<file path="src/rtl/chu_car_collision_core.sv">
// Car collision detector for a video slot.
// It sits in front of the car overlay and counts obstacle-coloured pixels inside
// the car's bounding box. At each frame end it latches the count and can raise
// a sticky hit flag. The pixel stream passes through unchanged.
module chu_car_collision_core #(
  parameter int CD    = 12,
  parameter int CAR_W = 32,
  parameter int CAR_H = 64,
  parameter int HMAX  = 640,
  parameter int VMAX  = 480
) (
  input  logic          clk,
  input  logic          reset,
  input  logic [10:0]   x,
  input  logic [10:0]   y,
  input  logic          cs,
  input  logic          write,
  input  logic          read,
  input  logic [13:0]   addr,
  input  logic [31:0]   wr_data,
  output logic [31:0]   rd_data,
  input  logic [CD-1:0] si_rgb,
  output logic [CD-1:0] so_rgb,
  output logic          hit
);

  typedef enum logic [1:0] {
    IDLE     = 2'd0,
    WAIT_SOF = 2'd1,
    SCAN     = 2'd2,
    LATCH    = 2'd3
  } state_t;

  localparam logic [10:0] X_LAST = 11'(HMAX - 1);
  localparam logic [10:0] Y_LAST = 11'(VMAX - 1);
  // Box edges are summed in 12 bits so a box near 2047 never wraps to small coordinates.
  localparam logic [11:0] BOX_W  = 12'(CAR_W);
  localparam logic [11:0] BOX_H  = 12'(CAR_H);

  // Saturating 16-bit increment shared by the pixel and frame counters.
  function automatic logic [15:0] sat_inc16(input logic [15:0] v);
    if (v == 16'hFFFF) begin
      return 16'hFFFF;
    end else begin
      return v + 16'd1;
    end
  endfunction

  state_t        state_r;
  logic          en_r;
  logic [10:0]   box_x_r;
  logic [10:0]   box_y_r;
  logic [10:0]   active_x_r;
  logic [10:0]   active_y_r;
  logic [CD-1:0] obst_rgb_r;
  logic [15:0]   thresh_r;
  logic [15:0]   pix_cnt_r;
  logic [15:0]   last_cnt_r;
  logic [15:0]   hit_frames_r;
  logic          hit_r;

  logic          wr_s;
  logic          ctrl_wr_s;
  logic          clr_s;
  logic          en_next_s;
  logic          sof_s;
  logic          eof_s;
  logic          load_s;
  logic [10:0]   win_x_s;
  logic [10:0]   win_y_s;
  logic [11:0]   x_lo_s;
  logic [11:0]   x_hi_s;
  logic [11:0]   y_lo_s;
  logic [11:0]   y_hi_s;
  logic          in_box_s;
  logic          match_s;
  logic          hit_set_s;
  logic          hit_next_s;
  logic [15:0]   hf_base_s;
  logic [15:0]   hf_next_s;
  logic          unused_s;

  assign so_rgb    = si_rgb;
  assign hit       = hit_r;

  assign wr_s      = cs & write;
  assign ctrl_wr_s = wr_s && (addr[2:0] == 3'd0);
  assign clr_s     = ctrl_wr_s & wr_data[1];
  // The state machine reacts to an enable write at the same edge it is stored.
  assign en_next_s = ctrl_wr_s ? wr_data[0] : en_r;

  assign sof_s     = (x == 11'd0) && (y == 11'd0);
  assign eof_s     = (x == X_LAST) && (y == Y_LAST);
  assign load_s    = (state_r == WAIT_SOF) && sof_s;

  // Select the box origin: the shadow copy while scanning, the live registers at start of frame.
  always_comb begin
    if (state_r == SCAN) begin
      win_x_s = active_x_r;
      win_y_s = active_y_r;
    end else begin
      win_x_s = box_x_r;
      win_y_s = box_y_r;
    end
  end

  assign x_lo_s    = {1'b0, win_x_s};
  assign x_hi_s    = x_lo_s + BOX_W;
  assign y_lo_s    = {1'b0, win_y_s};
  assign y_hi_s    = y_lo_s + BOX_H;
  assign in_box_s  = ({1'b0, x} >= x_lo_s) && ({1'b0, x} < x_hi_s) &&
                     ({1'b0, y} >= y_lo_s) && ({1'b0, y} < y_hi_s);
  assign match_s   = ((state_r == SCAN) || load_s) && (si_rgb == obst_rgb_r) && in_box_s;
  assign hit_set_s = (state_r == LATCH) && en_next_s && (thresh_r != 16'd0) &&
                     (pix_cnt_r >= thresh_r);

  // Resolve clear against frame-end flagging; setting wins and counts from the cleared value.
  always_comb begin
    if (clr_s) begin
      hf_base_s = 16'd0;
    end else begin
      hf_base_s = hit_frames_r;
    end
    if (hit_set_s) begin
      hit_next_s = 1'b1;
      hf_next_s  = sat_inc16(hf_base_s);
    end else begin
      hit_next_s = hit_r & ~clr_s;
      hf_next_s  = hf_base_s;
    end
  end

  // Software-visible configuration registers.
  always_ff @(posedge clk) begin
    if (reset) begin
      en_r       <= 1'b0;
      box_x_r    <= 11'd0;
      box_y_r    <= 11'd0;
      obst_rgb_r <= '0;
      thresh_r   <= 16'd0;
    end else if (wr_s) begin
      case (addr[2:0])
        3'd0:    en_r       <= wr_data[0];
        3'd1:    box_x_r    <= wr_data[10:0];
        3'd2:    box_y_r    <= wr_data[10:0];
        3'd3:    obst_rgb_r <= wr_data[CD-1:0];
        3'd4:    thresh_r   <= wr_data[15:0];
        default: ;
      endcase
    end
  end

  // Frame state machine with pixel counting, frame-end latch and sticky hit tracking.
  always_ff @(posedge clk) begin
    if (reset) begin
      state_r      <= IDLE;
      pix_cnt_r    <= 16'd0;
      last_cnt_r   <= 16'd0;
      hit_r        <= 1'b0;
      hit_frames_r <= 16'd0;
      active_x_r   <= 11'd0;
      active_y_r   <= 11'd0;
    end else begin
      hit_r        <= hit_next_s;
      hit_frames_r <= hf_next_s;
      if (!en_next_s) begin
        state_r   <= IDLE;
        pix_cnt_r <= 16'd0;
      end else begin
        case (state_r)
          IDLE: begin
            pix_cnt_r <= 16'd0;
            state_r   <= WAIT_SOF;
          end
          WAIT_SOF: begin
            if (sof_s) begin
              active_x_r <= box_x_r;
              active_y_r <= box_y_r;
              pix_cnt_r  <= match_s ? 16'd1 : 16'd0;
              state_r    <= SCAN;
            end
          end
          SCAN: begin
            if (match_s) begin
              pix_cnt_r <= sat_inc16(pix_cnt_r);
            end
            if (eof_s) begin
              state_r <= LATCH;
            end
          end
          LATCH: begin
            last_cnt_r <= pix_cnt_r;
            pix_cnt_r  <= 16'd0;
            state_r    <= WAIT_SOF;
          end
          default: begin
            pix_cnt_r <= 16'd0;
            state_r   <= IDLE;
          end
        endcase
      end
    end
  end

  // Read mux; reads have no side effects.
  always_comb begin
    case (addr[2:0])
      3'd0:    rd_data = {hit_frames_r, 14'd0, (state_r == SCAN), hit_r};
      3'd1:    rd_data = {16'd0, last_cnt_r};
      3'd2:    rd_data = {16'd0, thresh_r};
      default: rd_data = 32'd0;
    endcase
  end

  assign unused_s = ^{read, addr[13:3], wr_data[31:16]};

endmodule
</file>
<file path="config.mk">
export PLATFORM = sky130hd
export DESIGN_NAME = chu_car_collision_core
export DESIGN_NICKNAME = d
export VERILOG_FILES = /design/src/rtl/chu_car_collision_core.sv
export SDC_FILE = /design/constraint.sdc
export NUM_CORES = 1
export LEC_CHECK = 0
export ABC_AREA = 0
export BUFFER_PORTS_ARGS = -buffer_cell sky130_fd_sc_hd__buf_2
export CAP_MARGIN = 5
export CORE_ASPECT_RATIO = 0.6
export CORE_MARGIN = 3
export CORE_UTILIZATION = 55
export CTS_CLUSTER_SIZE = 20
export DETAILED_ROUTE_END_ITERATION = 12
export GPL_TIMING_DRIVEN = 0
export PLACE_DENSITY = 0.85
export REMOVE_ABC_BUFFERS = 1
export SYNTH_ARGS = -nofsm -noshare
export SYNTH_HDL_FRONTEND = slang
export SYNTH_SLANG_ARGS = --single-unit
</file>
<file path="constraint.sdc">
create_clock -name clk -period 4.6 [get_ports clk]
set_input_delay 0 -clock clk [delete_from_list [all_inputs] [get_ports clk]]
set_output_delay 0 -clock clk [all_outputs]
set_load 0.005 [all_outputs]
</file>
Word-level counts from Yosys, hierarchy flattened --
Cells that the tools add are included.
Storage, ports and cells: bits in registers 124
Cells by class: add/subtract/negate cells 4, magnitude comparators 5, eq/ne operators 15, mux-type cells 16, bitwise logic cells 5, reductions and logical operators 29
Operators by type and width (count):
- two-way mux 16 bit | 6
- one-hot mux 32 bit (3 select lines) | 1
- one-hot mux 16 bit (3 select lines) | 1
- adder 16 x 1 -> 16 bit (second input constant) | 2
- equality test 16 bit (second input constant) | 2
- less-than comparator 11 x 12 -> 1 bit | 2
- >= comparator 11 bit | 2
- zero test 11 bit | 2
- two-way mux 11 bit | 2
- >= comparator 16 bit | 1
- AND reduction 2 bit | 8
- nonzero test 16 bit | 1
- adder 11 x 6 -> 12 bit (second input constant) | 1
- adder 11 x 7 -> 12 bit (second input constant) | 1
- equality test 12 bit | 1
- logical AND 1 bit | 12
- equality test 11 x 10 -> 1 bit (second input constant) | 1
- equality test 11 x 9 -> 1 bit (second input constant) | 1
- equality test 3 x 2 -> 1 bit (second input constant) | 2
- != test 2 bit (second input constant) | 3
- one-hot mux 2 bit (3 select lines) | 1
- equality test 2 bit (second input constant) | 2
- two-way mux 2 bit | 2
- OR reduction 2 bit | 2
- other kinds (10) | 15

Longest topological paths before layout --
Gate-level depths: netlist of the first run.
depth in word-level cells 11, gate-level depth with buffers 19, depth with buffers taken out 15

Least setup slack after synthesis of the first run --
No wires, ideal clock.
path type register -> register, from register state_r[0], to register pix_cnt_r[14], setup time 119 ps, arrival 3805 ps, data required time 4481 ps, path slack 676 ps, stages on the path, launching flop included 18, period minus slack after synthesis 3924 ps, cells stage by stage dfxtp_1 -> inv_1 -> ha_1 -> buf_6 -> buf_2 -> buf_1 -> clkbuf_1 -> mux2i_1 -> ha_1 -> nor2b_1 -> o31ai_1 -> a311oi_1 -> a2111oi_2 -> nor2_2 -> a31oi_4 -> buf_4 -> nor2_1 -> o221a_2
Between the ends: word-level cells in the longest chain between the ends 10, elaborated cells between the ends (all ways) 24, classes of those cells add/sub: 2; order compare: 4; eq/ne: 5; mux: 3; reduce/logical: 10
Ends and longest elaborated chain:
- start: declaration | line 49 | state_t state_r;
- start signal: assignment | line 156 | state_r <= IDLE;
- start signal: assignment | line 167 | state_r <= IDLE;
- start signal: assignment | line 173 | state_r <= WAIT_SOF;
- equality test 2 bit | line 98, 113, 170
- two-way mux 11 bit | line 98 | if (state_r == SCAN) begin
- adder 11 x 6 -> 12 bit | line 108 | assign x_hi_s = x_lo_s + BOX_W;
- less-than comparator 11 x 12 -> 1 bit | line 111 | assign in_box_s = ({1'b0, x} >= x_lo_s) && ({1'b0, x} < x_hi_s) &&
- logical AND 1 bit (2 in a row) | line 111
- logical AND 1 bit | line 112 | ({1'b0, y} >= y_lo_s) && ({1'b0, y} < y_hi_s);
- logical AND 1 bit | line 113 | assign match_s = ((state_r == SCAN) || load_s) && (si_rgb == obst_rgb_r) && in_box_s;
- != test 2 bit (no source line)
- AND reduction 2 bit (no source line)
- end signal: assignment | line 179 | pix_cnt_r <= match_s ? 16'd1 : 16'd0;
- end signal: assignment | line 185 | pix_cnt_r <= sat_inc16(pix_cnt_r);
- end: declaration | line 57 | logic [15:0] pix_cnt_r;
Several ways; a longest one is shown, not always the timed one. A chain may end at the register's enable or synchronous reset.

Worst setup path in the final report of the first run --
from register state_r[1], to register pix_cnt_r[15]
Same word-level chain as after synthesis.

==> impl_metrics.env, run 1 <==
export IMPL_postSynthAreaPerCell_um2=8.523
export IMPL_crit_type="register to register"
export IMPL_ys_seq_elements=124
export IMPL_tritoncts="built"
export IMPL_synthToLayoutAreaGrowth_pct=17.61
export IMPL_p_switching_uw=630.0
export IMPL_power_leakage_nw=3.723
export IMPL_cts_max_level=4
export IMPL_design_area_um2=8701
export IMPL_clock_latency_ns=0.42
export IMPL_min_path_type="input port to register"
export IMPL_numCtsBuffers=17
export IMPL_layout_nets=1095
export IMPL_vias=6941
export IMPL_viasPerCell=6.089
export IMPL_num_rows=32
export IMPL_swShare_pct=24.71
export IMPL_rr_worst_depth=11
export IMPL_crit_start="state_r[1]$_SDFFE_PP0P_"
export IMPL_hold_violations=0
export IMPL_min_period_ns=4.359
export IMPL_maxClockFrequency_mhz=229.4
export IMPL_dp_hpwl_mm=14.24
export IMPL_finalPower_mw=2.549
export IMPL_gr_usage_all_layers_pct=27.70
export IMPL_max_stage_delay_ns=0.86
export IMPL_ir_worst_vdd_v=0.0002737
export IMPL_final_core_util_pct=66.87
export IMPL_pin_count=130
export IMPL_cp_slowest_cell="ha_2"
export IMPL_drcViolationCount=0
export IMPL_register_area_um2=2482
export IMPL_grt_pass1_wl_mm=32.80
export IMPL_die_y_um=95.84
export IMPL_worst_slew_pin_slew_ns=1.252
export IMPL_drive_gt1_share_pct=17.32
export IMPL_powerDensity_nw_per_um2=293.0
export IMPL_internal_power_mw=1.919
export IMPL_antenna_found_initial=0
export IMPL_critPathCaptureType="register"
export IMPL_synthDistinctLibCells=72
export IMPL_antenna_left=0
export IMPL_clock_sinks=124
export IMPL_worst_ep_arrival_time_ns=4.67
export IMPL_dr_pass1_iters=9
export IMPL_r2r_end="pix_cnt_r[15]$_SDFFE_PP0P_"
export IMPL_cts_root_buf="clkbuf_16"
export IMPL_syn_inst=868
export IMPL_netlist_area_um2=7398
export IMPL_period_share_pct=94.76
export IMPL_synth_ff_type="dfxtp_1"
export IMPL_synth_edf_count=0
export IMPL_hold_end="obst_rgb_r[2]$_SDFFE_PP0P_"
export IMPL_path_clk_slew_ns=0.06
export IMPL_gp_congestion=0.8830
export IMPL_pwr_share_seq_pct=42.6
export IMPL_core_area_um2=13010
export IMPL_setup_ws_ns=0.2412
export IMPL_multi_input_area_um2=4533
export IMPL_clock_skew_ns=0.01126
export IMPL_drv_cap=0
export IMPL_cts_setup_buffers=0
export IMPL_hold_depth=5
export IMPL_port_buffers=101
export IMPL_p_clk_share_pct=49.6
export IMPL_yosysWarnings=0
export IMPL_ctsResizeCount=0
export IMPL_worstHoldStart="write"
export IMPL_slew_headroom_pct=16.37
export IMPL_crit_path_cell_trace="ha_2, mux2i_1, ha_1, nand3_1, a211oi_1, a221o_1, a2111oi_2, nor2_2, a31oi_4, nor3_1, o221a_2"
export IMPL_final_max_slew_violation_count=0
export IMPL_initial_core_util_pct=56.86
export IMPL_grt_max_degree=85
export IMPL_rrSetupSlack_ns=0.24
export IMPL_synth_seq_area_share_pct=33.55
export IMPL_reg2reg_from="state_r[1]$_SDFFE_PP0P_"
export IMPL_dr_first_iter_drc_count=672
export IMPL_wl_per_cell_um=18.12
export IMPL_required_ns=4.91
export IMPL_finalSetupViolCount=0
export IMPL_fillers=964
export IMPL_cp_start_kind="register"
export IMPL_post_place_ws_ns=0.3963
export IMPL_fp_dieW_um=155.7
export IMPL_clock_path_buffers=2
export IMPL_critPathMaxFanout=38
export IMPL_placed_cell_area_um2=7924
export IMPL_diodes=0
export IMPL_cp_top_family="compound AO/OA/AOI/OAI gates"
export IMPL_wirelength_mm=20.65
export IMPL_rsz0062_at_grt="no"
export IMPL_run_status="complete, no violations"
export IMPL_p_comb_share_pct=7.8
export IMPL_dieArea_um2=14930
export IMPL_grt_overflow=0
export IMPL_setup_tns_ns=0
export IMPL_cp_buffers_inverters=0
export IMPL_grt_pass1_vias=6400
export IMPL_async_reset_ff_share_pct=0
==> kinds of logic (layout without fill, tap and decap cells) <==
group	count (synthesis)	count (layout)	synth area share, %
xor gates and xnor gates	31	31	3.670
muxes	91	91	12.41
buffers and inverters	90	192	5.462
DFF	124	124	33.55
and+or+nand+nor	315	315	20.29
adders and majority gates	53	53	8.963
AOI/OAI and AO/OA	164	164	15.64
==> layout by cell type (no fill, tap or decap), types with 9 or more instances in the layout <==
cell type and count:
mux2i_1 87, buf_2 100, nand3_1 21, inv_1 34, ha_1 52, nand2_1 72, and3_1 12, a211oi_1 9
a22oi_1 15, clkbuf_16 17, nor2_1 120, and2_1 21, dlygate4sd3_1 21, xnor2_1 23, a21oi_1 55, nand4_1 16
o221a_2 10, o21ai_0 17, dfxtp_1 124, nor4_1 12
==> sequential cells by signal, summed over array words and instances, names as in the netlist <==
| signal | cells |
|---|---|
| active_x_r | 11 |
| hit_frames_r | 16 |
| hit | 1 |
| en_r | 1 |
| box_x_r | 11 |
| pix_cnt_r | 16 |
| last_cnt_r | 16 |
| thresh_r | 16 |
| state_r | 2 |
| box_y_r | 11 |
| active_y_r | 11 |
| obst_rgb_r | 12 |
==> layer usage <==
metal / up-vias / share of wire, % / global-route usage, %
met4: 0 / 2.3 / 10.43
met5: - / 0 / 0
met3: 60 / 9.9 / 6.065
met1: 3228 / 44 / 38.88
li1: 3259 / - / -
met2: 394 / 43 / 41.91
==> what timing repair did <==
action	in CTS	in global routing
setup endpoints to repair	0	0
hold buffers	21	0
endpoints found under the hold margin	64	0
==> stage by stage <==
| step | hold slack [ns] | cells |
|---|---|---|
| 2_1_floorplan | 0 | 812 |
| 3_3_place_gp | 0.1981 | 1083 |
| 3_5_place_dp | 0.1980 | 1087 |
| 6_report | 0.1327 | 1140 |
| 5_1_grt | 0.1779 | 1140 |
| 4_1_cts | 0.1320 | 1140 |
==> worst max path at each step <==
stage / end / slack [ns] / depth (start not counted)
final: pix_cnt_r[15]$_SDFFE_PP0P_ / 0.24 / 11
after global routing: pix_cnt_r[8]$_SDFFE_PP0P_ / 0.07 / 11
after CTS: pix_cnt_r[15]$_SDFFE_PP0P_ / 0.35 / 11
after detailed placement: pix_cnt_r[15]$_SDFFE_PP0P_ / 0.40 / 11
after global placement: pix_cnt_r[15]$_SDFFE_PP0P_ / -0.14 / 12
after floorplan: pix_cnt_r[15]$_SDFFE_PP0P_ / 0.58 / 12
==> cells in the mapped netlist (4+ instances only) <==
master | n | share of area [%]
xnor2_1 | 23 | 2.7
nand2_1 | 72 | 3.7
buf_4 | 14 | 1.4
o22ai_1 | 7 | 0.59
a21o_1 | 5 | 0.51
nor2_1 | 120 | 6.1
o221a_2 | 10 | 1.5
a211oi_1 | 9 | 0.91
dfxtp_1 | 124 | 34
clkbuf_1 | 32 | 1.6
ha_1 | 53 | 9.0
nand2b_1 | 5 | 0.42
and3_1 | 12 | 1.0
nor3_1 | 8 | 0.54
o21a_1 | 4 | 0.41
nand3_1 | 21 | 1.4
buf_1 | 4 | 0.20
buf_2 | 5 | 0.34
a31oi_1 | 6 | 0.51
nand4_1 | 16 | 1.4
inv_1 | 34 | 1.7
mux2i_1 | 87 | 12
o21ai_0 | 17 | 1.1
xor2_1 | 8 | 0.95
nor2b_1 | 6 | 0.51
nor4_1 | 12 | 1.0
a21oi_1 | 55 | 3.7
a22oi_1 | 15 | 1.5
and2_1 | 21 | 1.8
==> area by class of cell <==
type	count	share of cell area, %
clock buffer	19	5.091
inverter	34	1.467
sequential	124	28.53
timing repair buffer	126	9.002
multi-input combinational	654	52.10
clock inverter	13	1.366
tap	170	2.445
==> power by group through the flow <==
stage | Clock [mW] | Combinational, mW | Sequential, mW
2_1_floorplan | 0 | 0.0828 | 1.11
3_3_place_gp | 0 | 0.171 | 1.11
3_5_place_dp | 0 | 0.179 | 1.11
4_1_cts | 1.27 | 0.193 | 1.09
5_1_grt | 1.31 | 0.215 | 1.09
6_report | 1.27 | 0.198 | 1.09
==> worst register-to-register path, stage by stage (launching register included) <==
cell and delay [ns]:
dfxtp_1 0.42, ha_2 0.86, mux2i_1 0.49, ha_1 0.32, nand3_1 0.12, a211oi_1 0.06
a221o_1 0.37, a2111oi_2 0.41, nor2_2 0.14, a31oi_4 0.63, nor3_1 0.15, o221a_2 0.29
Power figures use the tool's default switching activity.
==> inputs of run 2 (changes only) <==
SETUP_SLACK_MARGIN = 0.4   (was not set)
==> impl_metrics.env, run 2 (synthesized netlist as in run 1, its figures left out) <==
export IMPL_p_clk_share_pct=49.6
export IMPL_grt_pass1_wl_mm=32.89
export IMPL_maxClockFrequency_mhz=247.9
export IMPL_p_switching_uw=629.0
export IMPL_swShare_pct=24.68
export IMPL_synthToLayoutAreaGrowth_pct=17.74
export IMPL_gr_usage_all_layers_pct=27.77
export IMPL_slew_headroom_pct=16.61
export IMPL_place_inst=1087
export IMPL_rsz0062_at_grt="no"
export IMPL_crit_path_cell_trace="ha_4, mux2i_1, ha_1, nand3_1, a211oi_1, a221o_1, a2111oi_2, nor2_2, a31oi_4, nor2b_1, o221a_2"
export IMPL_layout_nets=1095
export IMPL_num_rows=32
export IMPL_met2_usage_pct=42.12
export IMPL_mostFrequentLayoutCells="124 x dfxtp_1, 120 x nor2_1, 100 x buf_2"
export IMPL_required_ns=4.90
export IMPL_dr_pass1_iters=5
export IMPL_gp_congestion=0.8830
export IMPL_die_y_um=95.84
export IMPL_viasPerCell=6.139
export IMPL_numCtsBuffers=17
export IMPL_register_area_um2=2482
export IMPL_antenna_left=0
export IMPL_grt_overflow=0
export IMPL_fillers=964
export IMPL_r2r_end="pix_cnt_r[4]$_SDFFE_PP0P_"
export IMPL_antenna_found_initial=0
export IMPL_clock_latency_ns=0.42
export IMPL_dr_first_iter_drc_count=654
export IMPL_pin_count=130
export IMPL_cp_start_kind="register"
export IMPL_dp_hpwl_mm=14.24
export IMPL_reg2reg_from="state_r[1]$_SDFFE_PP0P_"
export IMPL_cts_root_buf="clkbuf_16"
export IMPL_rrSetupSlack_ns=0.57
export IMPL_wl_per_cell_um=18.14
export IMPL_p_comb_share_pct=7.8
export IMPL_wirelength_mm=20.68
export IMPL_cp_depth=11
export IMPL_setup_tns_ns=0
export IMPL_pwr_share_seq_pct=42.6
export IMPL_rr_worst_depth=11
export IMPL_core_area_um2=13010
export IMPL_path_clk_slew_ns=0.05
export IMPL_cp_top_family="compound AO/OA/AOI/OAI gates"
export IMPL_power_leakage_nw=3.725
export IMPL_clock_skew_ns=0.009100
export IMPL_grt_use_met1_pct=38.91
export IMPL_multi_input_area_um2=4543
export IMPL_hold_ws_ns=0.1371
export IMPL_final_common_cell="dfxtp_1"
export IMPL_busiest_layer="met2"
export IMPL_dieArea_um2=14930
export IMPL_hold_violations=0
export IMPL_max_stage_delay_ns=0.61
export IMPL_finalNonFillerCells=1140
export IMPL_cts_setup_buffers=0
export IMPL_clock_sinks=124
export IMPL_drive_gt1_share_pct=17.32
export IMPL_worst_slew_pin_slew_ns=1.248
export IMPL_cp_slowest_cell="a31oi_4"
export IMPL_grt_pass1_vias=6414
export IMPL_finalSetupViolCount=0
export IMPL_initial_core_util_pct=56.86
export IMPL_ir_worst_vdd_v=0.0002724
export IMPL_cts_max_level=4
export IMPL_period_share_pct=87.68
export IMPL_placed_cell_area_um2=7924
export IMPL_diodes=0
export IMPL_clock_path_buffers=2
export IMPL_critPathCaptureType="register"
export IMPL_internal_power_mw=1.920
export IMPL_tritoncts="built"
export IMPL_powerDensity_nw_per_um2=292.6
export IMPL_final_max_slew_violation_count=0
export IMPL_worst_ep_arrival_time_ns=4.33
export IMPL_min_path_type="input port to register"
export IMPL_cp_buffers_inverters=0
export IMPL_design_area_um2=8711
export IMPL_vias=6998
export IMPL_grt_use_met3_pct=6.065
export IMPL_run_status="complete, no violations"
export IMPL_port_buffers=101
export IMPL_crit_type="register to register"
export IMPL_drcViolationCount=0
export IMPL_grt_max_degree=85
export IMPL_crit_start="state_r[1]$_SDFFE_PP0P_"
export IMPL_min_period_ns=4.033
export IMPL_worstSetupEndpoint="pix_cnt_r[4]$_SDFFE_PP0P_"
export IMPL_critPathMaxFanout=38
export IMPL_fp_dieW_um=155.7
export IMPL_drv_cap=0
-- run 2: layout make-up --
type                    instances  share of cell area, %
multi-input cells             654                  52.15
flip-flops and latches        124                  28.50
repair buffers                126                  8.992
clock buffers                  19                  5.085
well taps                     170                  2.442
inverters                      34                  1.465
clock inverters                13                  1.365
-- run 2: worst min-delay path by stage --
stage                     startpoint  slack (ns)  depth (start not counted)                         end
after global routing           write        0.18                          5  obst_rgb_r[2]$_SDFFE_PP0P_
after floorplan            si_rgb[0]           0                          0                   so_rgb[0]
after global placement     si_rgb[6]        0.20                          2                   so_rgb[6]
after detailed placement   si_rgb[6]        0.20                          2                   so_rgb[6]
after CTS                      write        0.13                          5  obst_rgb_r[2]$_SDFFE_PP0P_
final                          write        0.14                          5  obst_rgb_r[2]$_SDFFE_PP0P_
-- run 2: power groups by stage --
stage	logic, mW	clock network (mW)	registers (mW)
3_3_place_gp	0.171	0	1.11
3_5_place_dp	0.179	0	1.11
5_1_grt	0.216	1.31	1.09
4_1_cts	0.193	1.27	1.09
6_report	0.198	1.26	1.09
2_1_floorplan	0.0828	0	1.11
-- run 2: worst register-to-register path: stages (launching register included) --
cell       delay [ns]
dfxtp_1          0.45
ha_4             0.54
mux2i_1          0.46
ha_1             0.33
nand3_1          0.12
a211oi_1         0.06
a221o_1          0.35
a2111oi_2        0.41
nor2_2           0.14
a31oi_4          0.61
nor2b_1          0.15
o221a_2          0.30
-- run 2: stage by stage --
step           worst slack, ns  util (%)  total power, mW
6_report                0.5666     66.94            2.549
5_1_grt                 0.4169     66.94            2.616
4_1_cts                 0.6693     66.90            2.545
3_5_place_dp            0.3963     60.89            1.289
3_3_place_gp           -0.1428     60.25            1.280
2_1_floorplan           0.5822         -            1.190
-- run 2: repair_timing --
action                                  4_1_cts  5_1_grt
hold endpoints to repair                     64        0
endpoints found under the setup margin       10        0
hold buffers                                 21        0
resized for setup                             1        0
-- run 2: metal layers --
metal	wire [um]	share of wire, %	vias up
met4	421	2.0	0
li1	-	-	3278
met2	9037	44	379
met1	9268	45	3290
met3	1952	9.4	51
met5	0	0	-
